==> src/rtl/dmem_arb_pkg.sv <==
// Shared types and constants for the data-memory arbiter.
//   owner_t   : which master (if any) owns the read response in flight
//   mem_req_t : one master's request payload (we, byte address, lanes, data)
//   DMEM_*    : default DMEM window and arbitration constants
package dmem_arb_pkg;

  localparam logic [31:0] DMEM_BASE_ADDR  = 32'h0001_0000;
  localparam int          DMEM_SIZE       = 4096;
  localparam int          DMEM_AW         = 12;
  localparam int          DMEM_MAX_M0_RUN = 4;

  typedef enum logic [1:0] {
    OWN_NONE = 2'd0,
    OWN_M0   = 2'd1,
    OWN_M1   = 2'd2
  } owner_t;

  typedef struct packed {
    logic        we;
    logic [31:0] add;
    logic [3:0]  ble;
    logic [31:0] di;
  } mem_req_t;

endpackage

==> src/rtl/dmem_arb_addr_dec.sv <==
// DMEM window decoder for one master.
//   add_i      : byte address from the master
//   hit_o      : 1 when BASE_ADDR <= add_i < BASE_ADDR + SIZE
//   word_add_o : memory word address, add_i[AW+1:2]
module dmem_arb_addr_dec #(
  parameter logic [31:0] BASE_ADDR = 32'h0001_0000,
  parameter int          SIZE      = 4096,
  parameter int          AW        = 12
) (
  input  logic [31:0]   add_i,
  output logic          hit_o,
  output logic [AW-1:0] word_add_o
);

  // Compare in 33 bits so a window ending at 4 GiB does not wrap.
  localparam logic [32:0] LO = {1'b0, BASE_ADDR};
  localparam logic [32:0] HI = LO + 33'(SIZE);

  logic [32:0] add_ext;

  assign add_ext    = {1'b0, add_i};
  assign hit_o      = (add_ext >= LO) && (add_ext < HI);
  assign word_add_o = add_i[AW+1:2];

endmodule

==> src/rtl/dmem_arbiter.sv <==
// Two-master arbiter in front of the single-port synchronous-read DMEM.
//   m0_* : RV32i core data port (priority master)
//   m1_* : loader / debug DMA
//   mem_*: memory side (read data arrives the cycle after mem_re_o)
//   dbg_owner_o, dbg_run_cnt_o : internal state for checkers
//
// Handshake: a master raises mX_req_i with its payload and holds both stable
// until mX_gnt_o=1 in the same cycle; that cycle is the transfer. A read
// returns exactly one mX_rvalid_o pulse on the following cycle; writes return
// nothing. Dropping a request without a grant is harmless.
module dmem_arbiter
  import dmem_arb_pkg::*;
#(
  parameter logic [31:0] BASE_ADDR  = DMEM_BASE_ADDR,
  parameter int          SIZE       = DMEM_SIZE,
  parameter int          AW         = DMEM_AW,
  parameter int          MAX_M0_RUN = DMEM_MAX_M0_RUN
) (
  input  logic                                clk_i,
  input  logic                                rst_i,
  input  logic                                m0_req_i,
  input  logic                                m0_we_i,
  input  logic [31:0]                         m0_add_i,
  input  logic [3:0]                          m0_ble_i,
  input  logic [31:0]                         m0_di_i,
  output logic                                m0_gnt_o,
  output logic                                m0_rvalid_o,
  output logic [31:0]                         m0_do_o,
  input  logic                                m1_req_i,
  input  logic                                m1_we_i,
  input  logic [31:0]                         m1_add_i,
  input  logic [3:0]                          m1_ble_i,
  input  logic [31:0]                         m1_di_i,
  output logic                                m1_gnt_o,
  output logic                                m1_rvalid_o,
  output logic [31:0]                         m1_do_o,
  output logic                                mem_re_o,
  output logic                                mem_we_o,
  output logic [3:0]                          mem_ble_o,
  output logic [AW-1:0]                       mem_add_o,
  output logic [31:0]                         mem_di_o,
  input  logic [31:0]                         mem_do_i,
  output owner_t                              dbg_owner_o,
  output logic [$clog2(MAX_M0_RUN+1)-1:0]     dbg_run_cnt_o
);

  localparam int            CW      = $clog2(MAX_M0_RUN + 1);
  localparam logic [CW-1:0] RUN_MAX = CW'(MAX_M0_RUN);

  mem_req_t      m0_r, m1_r, sel_r;
  logic          m0_hit, m1_hit, sel_hit;
  logic [AW-1:0] m0_wadd, m1_wadd;
  logic          m0_win, m1_win, any_win;

  logic [CW-1:0] run_cnt_q;
  owner_t        owner_q;
  logic          miss_q;

  assign m0_r = '{we: m0_we_i, add: m0_add_i, ble: m0_ble_i, di: m0_di_i};
  assign m1_r = '{we: m1_we_i, add: m1_add_i, ble: m1_ble_i, di: m1_di_i};

  dmem_arb_addr_dec #(.BASE_ADDR(BASE_ADDR), .SIZE(SIZE), .AW(AW)) u_dec_m0 (
    .add_i      (m0_r.add),
    .hit_o      (m0_hit),
    .word_add_o (m0_wadd)
  );

  dmem_arb_addr_dec #(.BASE_ADDR(BASE_ADDR), .SIZE(SIZE), .AW(AW)) u_dec_m1 (
    .add_i      (m1_r.add),
    .hit_o      (m1_hit),
    .word_add_o (m1_wadd)
  );

  // M1 wins when M0 is idle or M0 has used up its run budget while M1 waited.
  assign m1_win  = ~rst_i & m1_req_i & (~m0_req_i | (run_cnt_q == RUN_MAX));
  assign m0_win  = ~rst_i & m0_req_i & ~m1_win;
  assign any_win = m0_win | m1_win;

  assign m0_gnt_o = m0_win;
  assign m1_gnt_o = m1_win;

  assign sel_r   = m1_win ? m1_r : m0_r;
  assign sel_hit = m1_win ? m1_hit : m0_hit;

  // A granted miss is still accepted (no stall) but never touches memory.
  assign mem_re_o  = any_win & sel_hit & ~sel_r.we;
  assign mem_we_o  = any_win & sel_hit & sel_r.we;
  assign mem_ble_o = mem_we_o ? sel_r.ble : 4'b0000;
  assign mem_add_o = m1_win ? m1_wadd : m0_wadd;
  assign mem_di_o  = sel_r.di;

  always_ff @(posedge clk_i) begin
    if (rst_i) begin
      run_cnt_q <= '0;
      owner_q   <= OWN_NONE;
      miss_q    <= 1'b0;
    end else begin
      if (m1_win || !m1_req_i) begin
        run_cnt_q <= '0;
      end else if (m0_win && run_cnt_q != RUN_MAX) begin
        run_cnt_q <= run_cnt_q + 1'b1;
      end

      if (any_win && !sel_r.we) begin
        owner_q <= m1_win ? OWN_M1 : OWN_M0;
        miss_q  <= ~sel_hit;
      end else begin
        owner_q <= OWN_NONE;
        miss_q  <= 1'b0;
      end
    end
  end

  // Gated by rst_i so a read granted just before reset never reports back.
  assign m0_rvalid_o = ~rst_i & (owner_q == OWN_M0);
  assign m1_rvalid_o = ~rst_i & (owner_q == OWN_M1);
  assign m0_do_o     = (m0_rvalid_o && !miss_q) ? mem_do_i : 32'h0;
  assign m1_do_o     = (m1_rvalid_o && !miss_q) ? mem_do_i : 32'h0;

  assign dbg_owner_o   = owner_q;
  assign dbg_run_cnt_o = run_cnt_q;

endmodule

==> config.mk <==
export PLATFORM = sky130hd
export DESIGN_NAME = dmem_arbiter
export DESIGN_NICKNAME = d
export VERILOG_FILES = /design/src/rtl/dmem_arb_pkg.sv /design/src/rtl/dmem_arb_addr_dec.sv /design/src/rtl/dmem_arbiter.sv
export SDC_FILE = /design/constraint.sdc
export NUM_CORES = 1
export LEC_CHECK = 0
export BUFFER_PORTS_ARGS = -buffer_cell sky130_fd_sc_hd__clkbuf_2
export CORE_AREA = 2 2 115 117
export CTS_CLUSTER_SIZE = 16
export DETAILED_ROUTE_END_ITERATION = 12
export DIE_AREA = 0 0 117 119
export GPL_TIMING_DRIVEN = 0
export PLACE_DENSITY = 0.46
export SYNTH_ARGS = -nofsm -noshare
export SYNTH_HDL_FRONTEND = slang
export SYNTH_HIERARCHICAL = 1
export SYNTH_SLANG_ARGS = --single-unit
export TNS_END_PERCENT = 100
==> constraint.sdc <==
create_clock -name clk_i -period 2.1 [get_ports clk_i]
set_input_delay 0.42 -clock clk_i [delete_from_list [all_inputs] [get_ports clk_i]]
set_output_delay 0.42 -clock clk_i [all_outputs]
set_load 0.02 [all_outputs]
==> results.py, run 1 <==
metrics = {
    "logic_synthesis": {
        "synth_area_leader_cell": "mux2_2",
        "syn_area_um2": 1720,
        "synth_cell_types": 26,
        "syn-instance-count": 215,
        "synth_top_area_frac": 0.308,
        "synth-seq-cells": 6,
        "ys_warn_count": 6,
        "syn-num-nets": 391,
        "yosys-top-cells-area": "mux2_2 31%, and2_1 23%, buf_4 10%, dfxtp_1 7.0%, buf_6 3.3%",
        "syn_area_per_cell_um2": 8.00,
        "synth-seq-area-share": 0.0699,
    },
    "die": {
        "core_area_um2": 12900,
        "die_height_um": 119,
        "rows": 42,
        "fp.dieW_um": 117,
        "start_util": 0.134,
        "ioPinCount": 297,
        "die_area_um2": 13900,
    },
    "drt": {
        "drtIter0Drc": 44,
        "ant_nets": 0,
        "routed-via-count": 2616,
        "wl_per_cell_um": 13.1,
        "vias_per_cell": 3.86,
        "drt-total-wl_mm": 8.90,
        "drtPass1Iterations": 5,
        "drc_errors": 0,
    },
    "critical_path": {
        "critical_path_class": "reg2out",
        "worst-path-max-fanout": 9,
        "crit_path_start_kind": "flop",
        "endpoint_kind": "output port",
        "cp.arrival_ns": 1.80,
        "crit_required_ns": 1.68,
    },
    "global_routing": {
        "track_usage": 0.112,
        "grt-ovfl-total": 0,
        "antenna_found_initial": 0,
        "grt_pass1_wl_mm": 12.3,
        "grt_start_max_net_pins": 11,
        "grt_pass1_vias": 2474,
    },
    "clocking": {
        "cts_buffers": 3,
        "root_buffer": "clkbuf_16",
        "clock_path_buffers": 2,
        "clk_pin_slew_ns": 0.03,
        "clock_latency_ns": 0.23,
        "clock_sinks": 6,
        "h-tree-depth": 1,
        "postCtsHoldBufs": 0,
        "cts_tree": "built",
    },
    "sta": {
        "period_share": 1.06,
        "tightest_slew_ns": 0.457,
        "slew_viol_final": 0,
        "setup_violations": 50,
        "relSlewSlack": 0.695,
        "fin_skew_ns": 0.00203,
        "hold_viol": 0,
        "fmax_mhz": 451,
        "min_period_ns": 2.22,
        "rsz0062_at_grt": "true",
        "fin_ws_ns": -0.117,
    },
    "final_layout": {
        "antenna_cells": 0,
        "num-nets-final": 680,
        "multi_input_area_um2": 1620,
        "fill_cells": 1355,
        "finalCoreUtilization": 0.320,
        "layout_commonest_cell": "clkbuf_2",
        "drive_above_1_share": 0.807,
        "final_cell_mix": "235 x clkbuf_2, 64 x and2_1, 32 x buf_4",
        "regArea_um2": 123,
        "area_delta_synth_final_pct": 140,
        "instances_no_fill": 678,
        "fin_area_um2": 4130,
    },
    "min_path": {
        "min_path_type": "in2reg",
    },
    "outcome": {
        "outcome": "complete, but fails checks",
        "violations": "negative setup slack",
    },
    "placed_design": {
        "hpwl_mm": 7.42,
        "placed_cell_area_um2": 3300,
        "port_buffers": 271,
        "gp_congestion": 0.732,
        "place_inst": 662,
    },
    "power": {
        "power_density_nw_per_um2": 263,
        "total_power_uw": 1080,
        "p_leak_uw": 0.00216,
        "peakVddDrop_v": 0.000200,
    },
    "flow_run": {
        "drv_cap": 0,
    },
}
## area by class of cell
| type | count | area share |
|---|---|---|
| Buffer | 37 | 0.0773 |
| Clock buffer | 3 | 0.0182 |
| Inverter | 3 | 0.00273 |
| Multi-Input combinational cell | 169 | 0.392 |
| Sequential cell | 6 | 0.0297 |
| Tap cell | 176 | 0.0534 |
| Timing Repair Buffer | 284 | 0.427 |
## what timing repair did
| item | in CTS | in global routing |
|---|---|---|
| resized for setup | 111 | 66 |
| pin swaps | 9 | 5 |
| cloned | 1 | 1 |
| setup buffers | 9 | 2 |
| endpoints found under the setup margin | 112 | 108 |
## kinds of logic (layout without fill, tap and decap cells)
logic type / Yosys count / count (layout) / share of synthesized area
AO/OA/AOI/OAI: 10 / 10 / 0.0546
adder cells (fa/ha/maj): 2 / 2 / 0.0146
buffers and inverters: 40 / 327 / 0.162
multiplexers: 48 / 48 / 0.314
AND/OR/NAND/NOR: 109 / 109 / 0.385
flip-flops: 6 / 6 / 0.0699
## synth_stat cells (all sizes together)
master	n
and2	65
nor3b	2
nor4b	2
a21oi	1
nand2	5
nor2b	2
nor2	9
clkbuf	7
o21bai	1
dfxtp	6
nor4	8
mux2i	1
inv	3
ha	2
or2	1
a2111oi	4
nand3	6
buf	30
mux2	47
a31o	4
nor3	6
nand2b	3
## worst max-delay path: stages (launching register included)
cell	delay (ns)
dfxtp_2	0.32
inv_2	0.06
ha_4	0.15
nand2_4	0.06
a21oi_4	0.14
buf_12	0.19
clkbuf_16	0.16
mux2_2	0.32
clkbuf_2	0.15
## metal layers
layer  part of all wire  vias to the layer above  GRT usage
li1                   -                     1295          -
met1               0.38                     1153      0.123
met2               0.53                      164      0.221
met3              0.077                        4     0.0188
met4             0.0079                        0     0.0213
met5                  0                        -          0
## report_power, final
part / switching (uW) / leakage [uW] / total, uW / internal [uW]
combinational: 299 / 0.00207 / 658 / 359
sequential: 3.86 / 0.0000499 / 123 / 119
clock: 59.8 / 0.0000370 / 304 / 244
total: 363 / 0.00216 / 1080 / 722
## flip-flops by register name, summed over array words and instances (netlist names)
name           flops
dbg_owner_o        2
dbg_run_cnt_o      3
miss_q             1
## stage by stage
stage / setup WS [ns] / setup TNS, ns / hold slack, ns
floorplan: 0.0359 / 0 / 0.492
global route: -0.211 / -8.02 / 0.458
global placement: -0.545 / -12.01 / 0.476
detailed placement: -0.578 / -14.25 / 0.494
CTS: -0.115 / -4.16 / 0.444
finish: -0.117 / -3.98 / 0.437
## worst paths after layout
kind / start / end / slack, ns / cells after the start
setup / recovery: dbg_run_cnt_o[1]$_SDFFE_PP0P_ / mem_di_o[10] / -0.12 / 8
hold / removal: m1_we_i / dbg_owner_o[1]$_SDFF_PP0_ / 0.44 / 2
setup reg to reg: dbg_run_cnt_o[1]$_SDFFE_PP0P_ / dbg_owner_o[0]$_SDFF_PP0_ / 0.58 / 8
hold reg to reg: dbg_run_cnt_o[0]$_SDFFE_PP0P_ / dbg_run_cnt_o[0]$_SDFFE_PP0P_ / 0.53 / 2
Note: power is estimated with default switching activity, not from simulation.
==> run 2, diff against run 1 <==
PLACE_DENSITY = 0.44   (was 0.46)
clock period = 2.75 ns   (was 2.1 ns; I/O delays follow)
==> run 2 against run 1 <==
- the flow now finishes without violations
- total power fell by 33%
- clock power shrank 24%
- clock-buffer cell count unchanged
- utilization down 4.7 points
- critical path type is now in2out
- largest cell class unchanged
- largest power group unchanged
- highest routed layer unchanged
==> results.py, run 2 (synthesis results as in run 1) <==
metrics = {
    "final_layout": {
        "fin_area_um2": 3520,
        "antenna_cells": 0,
        "largest_reg_flops": 3,
        "finalCoreUtilization": 0.273,
        "layout_commonest_cell": "clkbuf_2",
        "area_delta_synth_final_pct": 105,
        "final_cell_mix": "271 x clkbuf_2, 64 x and2_1, 47 x mux2_2",
        "instances_no_fill": 670,
        "num-nets-final": 672,
        "drive_above_1_share": 0.763,
    },
    "placed_design": {
        "port_buffers": 271,
        "dpl_worst_slack_ns": -0.465,
        "gp_congestion": 0.672,
        "hpwl_mm": 7.47,
        "placed_cell_area_um2": 3300,
        "place_inst": 662,
    },
    "sta": {
        "setup_violations": 0,
        "rsz0062_at_grt": "true",
        "tightest_slew_ns": 0.635,
        "period_share": 0.962,
        "min_period_ns": 2.65,
        "slew_viol_final": 0,
        "relSlewSlack": 0.576,
        "fin_ws_ns": 0.103,
        "hold_viol": 0,
        "fmax_mhz": 378,
        "fin_skew_ns": 0.000178,
    },
    "die": {
        "start_util": 0.134,
        "die_height_um": 119,
        "die_area_um2": 13900,
        "ioPinCount": 297,
        "rows": 42,
        "fp.dieW_um": 117,
        "core_area_um2": 12900,
    },
    "critical_path": {
        "crit_path_start_kind": "input port",
        "worst-path-max-fanout": 6,
        "cp.arrival_ns": 2.10,
        "critical_path_class": "in2out",
        "crit_required_ns": 2.20,
        "endpoint_kind": "output port",
    },
    "drt": {
        "drc_errors": 0,
        "vias_per_cell": 3.85,
        "routed-via-count": 2577,
        "drtIter0Drc": 21,
        "drt-total-wl_mm": 8.30,
        "wl_per_cell_um": 12.4,
        "drtPass1Iterations": 4,
        "ant_nets": 0,
    },
    "clocking": {
        "cts_tree": "built",
        "clock_path_buffers": 2,
        "clock_latency_ns": 0.23,
        "root_buffer": "clkbuf_16",
        "cts_buffers": 3,
        "clock_sinks": 6,
        "h-tree-depth": 1,
        "clk_pin_slew_ns": 0.03,
    },
    "global_routing": {
        "grt-ovfl-total": 0,
        "grt_pass1_wl_mm": 11.5,
        "track_usage": 0.105,
        "grt_pass1_vias": 2406,
        "grt_start_max_net_pins": 11,
        "antenna_found_initial": 0,
    },
    "power": {
        "power_density_nw_per_um2": 207,
        "total_power_uw": 730,
        "p_leak_uw": 0.00190,
        "peakVddDrop_v": 0.000116,
    },
    "min_path": {
        "min_path_type": "reg2reg",
    },
    "flow_run": {
        "drv_cap": 0,
    },
    "outcome": {
        "outcome": "complete, no violations",
    },
}
## run 2: changes by cell type in the layout (fill, tap and decap cells not counted), sizes merged
cell / delta
clkbuf: +37
buf: -45
## run 2: report_power, final
| part | internal, uW | total (uW) | switching (uW) |
|---|---|---|---|
| combinational | 203 | 404 | 201 |
| clock | 186 | 232 | 45.7 |
| sequential | 90.7 | 93.3 | 2.61 |
## run 2: worst paths after layout
path / cells past startpoint / to / slack (ns) / startpoint
worst min register to register: 1 / dbg_run_cnt_o[0]$_SDFFE_PP0P_ / 0.51 / dbg_run_cnt_o[0]$_SDFFE_PP0P_
worst max-delay path: 8 / mem_ble_o[3] / 0.10 / m0_add_i[20]
worst max register to register: 7 / miss_q$_SDFF_PP0_ / 1.14 / dbg_run_cnt_o[0]$_SDFFE_PP0P_
worst min-delay path: 1 / dbg_run_cnt_o[0]$_SDFFE_PP0P_ / 0.51 / dbg_run_cnt_o[0]$_SDFFE_PP0P_
## run 2: layout make-up
type,instances,area [um^2]
Timing Repair Buffer,276,1410
Tap cell,176,220
Buffer,37,268
Fill cell,1403,9360
Clock buffer,3,75.1
Multi-Input combinational cell,169,1420
Sequential cell,6,120
Inverter,3,11.3
## run 2: routing by layer
layer | vias up | wire (um) | track usage
li1 | 1277 | - | -
met3 | 2 | 684 | 0.0163
met4 | 0 | 29 | 0.0199
met5 | - | 0 | 0
met2 | 162 | 4480 | 0.213
met1 | 1136 | 3100 | 0.112
## run 2: through the flow
stage | hold slack (ns) | TNS (ns)
floorplan | 0.590 | 0
detailed placement | 0.513 | -1.57
global placement | 0.490 | -1.38
CTS | 0.517 | 0
finish | 0.509 | 0
global route | 0.548 | -0.0397
## run 2: timing repair
item,in CTS,in global routing
pin swaps,1,4
hold buffers,0,0
buffers inserted,1,4
gates resized for setup,11,8
endpoints found under the setup margin,4,46
## run 2: critical path, stage by stage
cell and delay, ns:
clkbuf_2 0.09, nor4_2 0.25, nand3_1 0.16, nor2_4 0.22, nand3_2 0.13, a2111oi_4 0.35, a31o_2 0.17, clkbuf_2 0.17
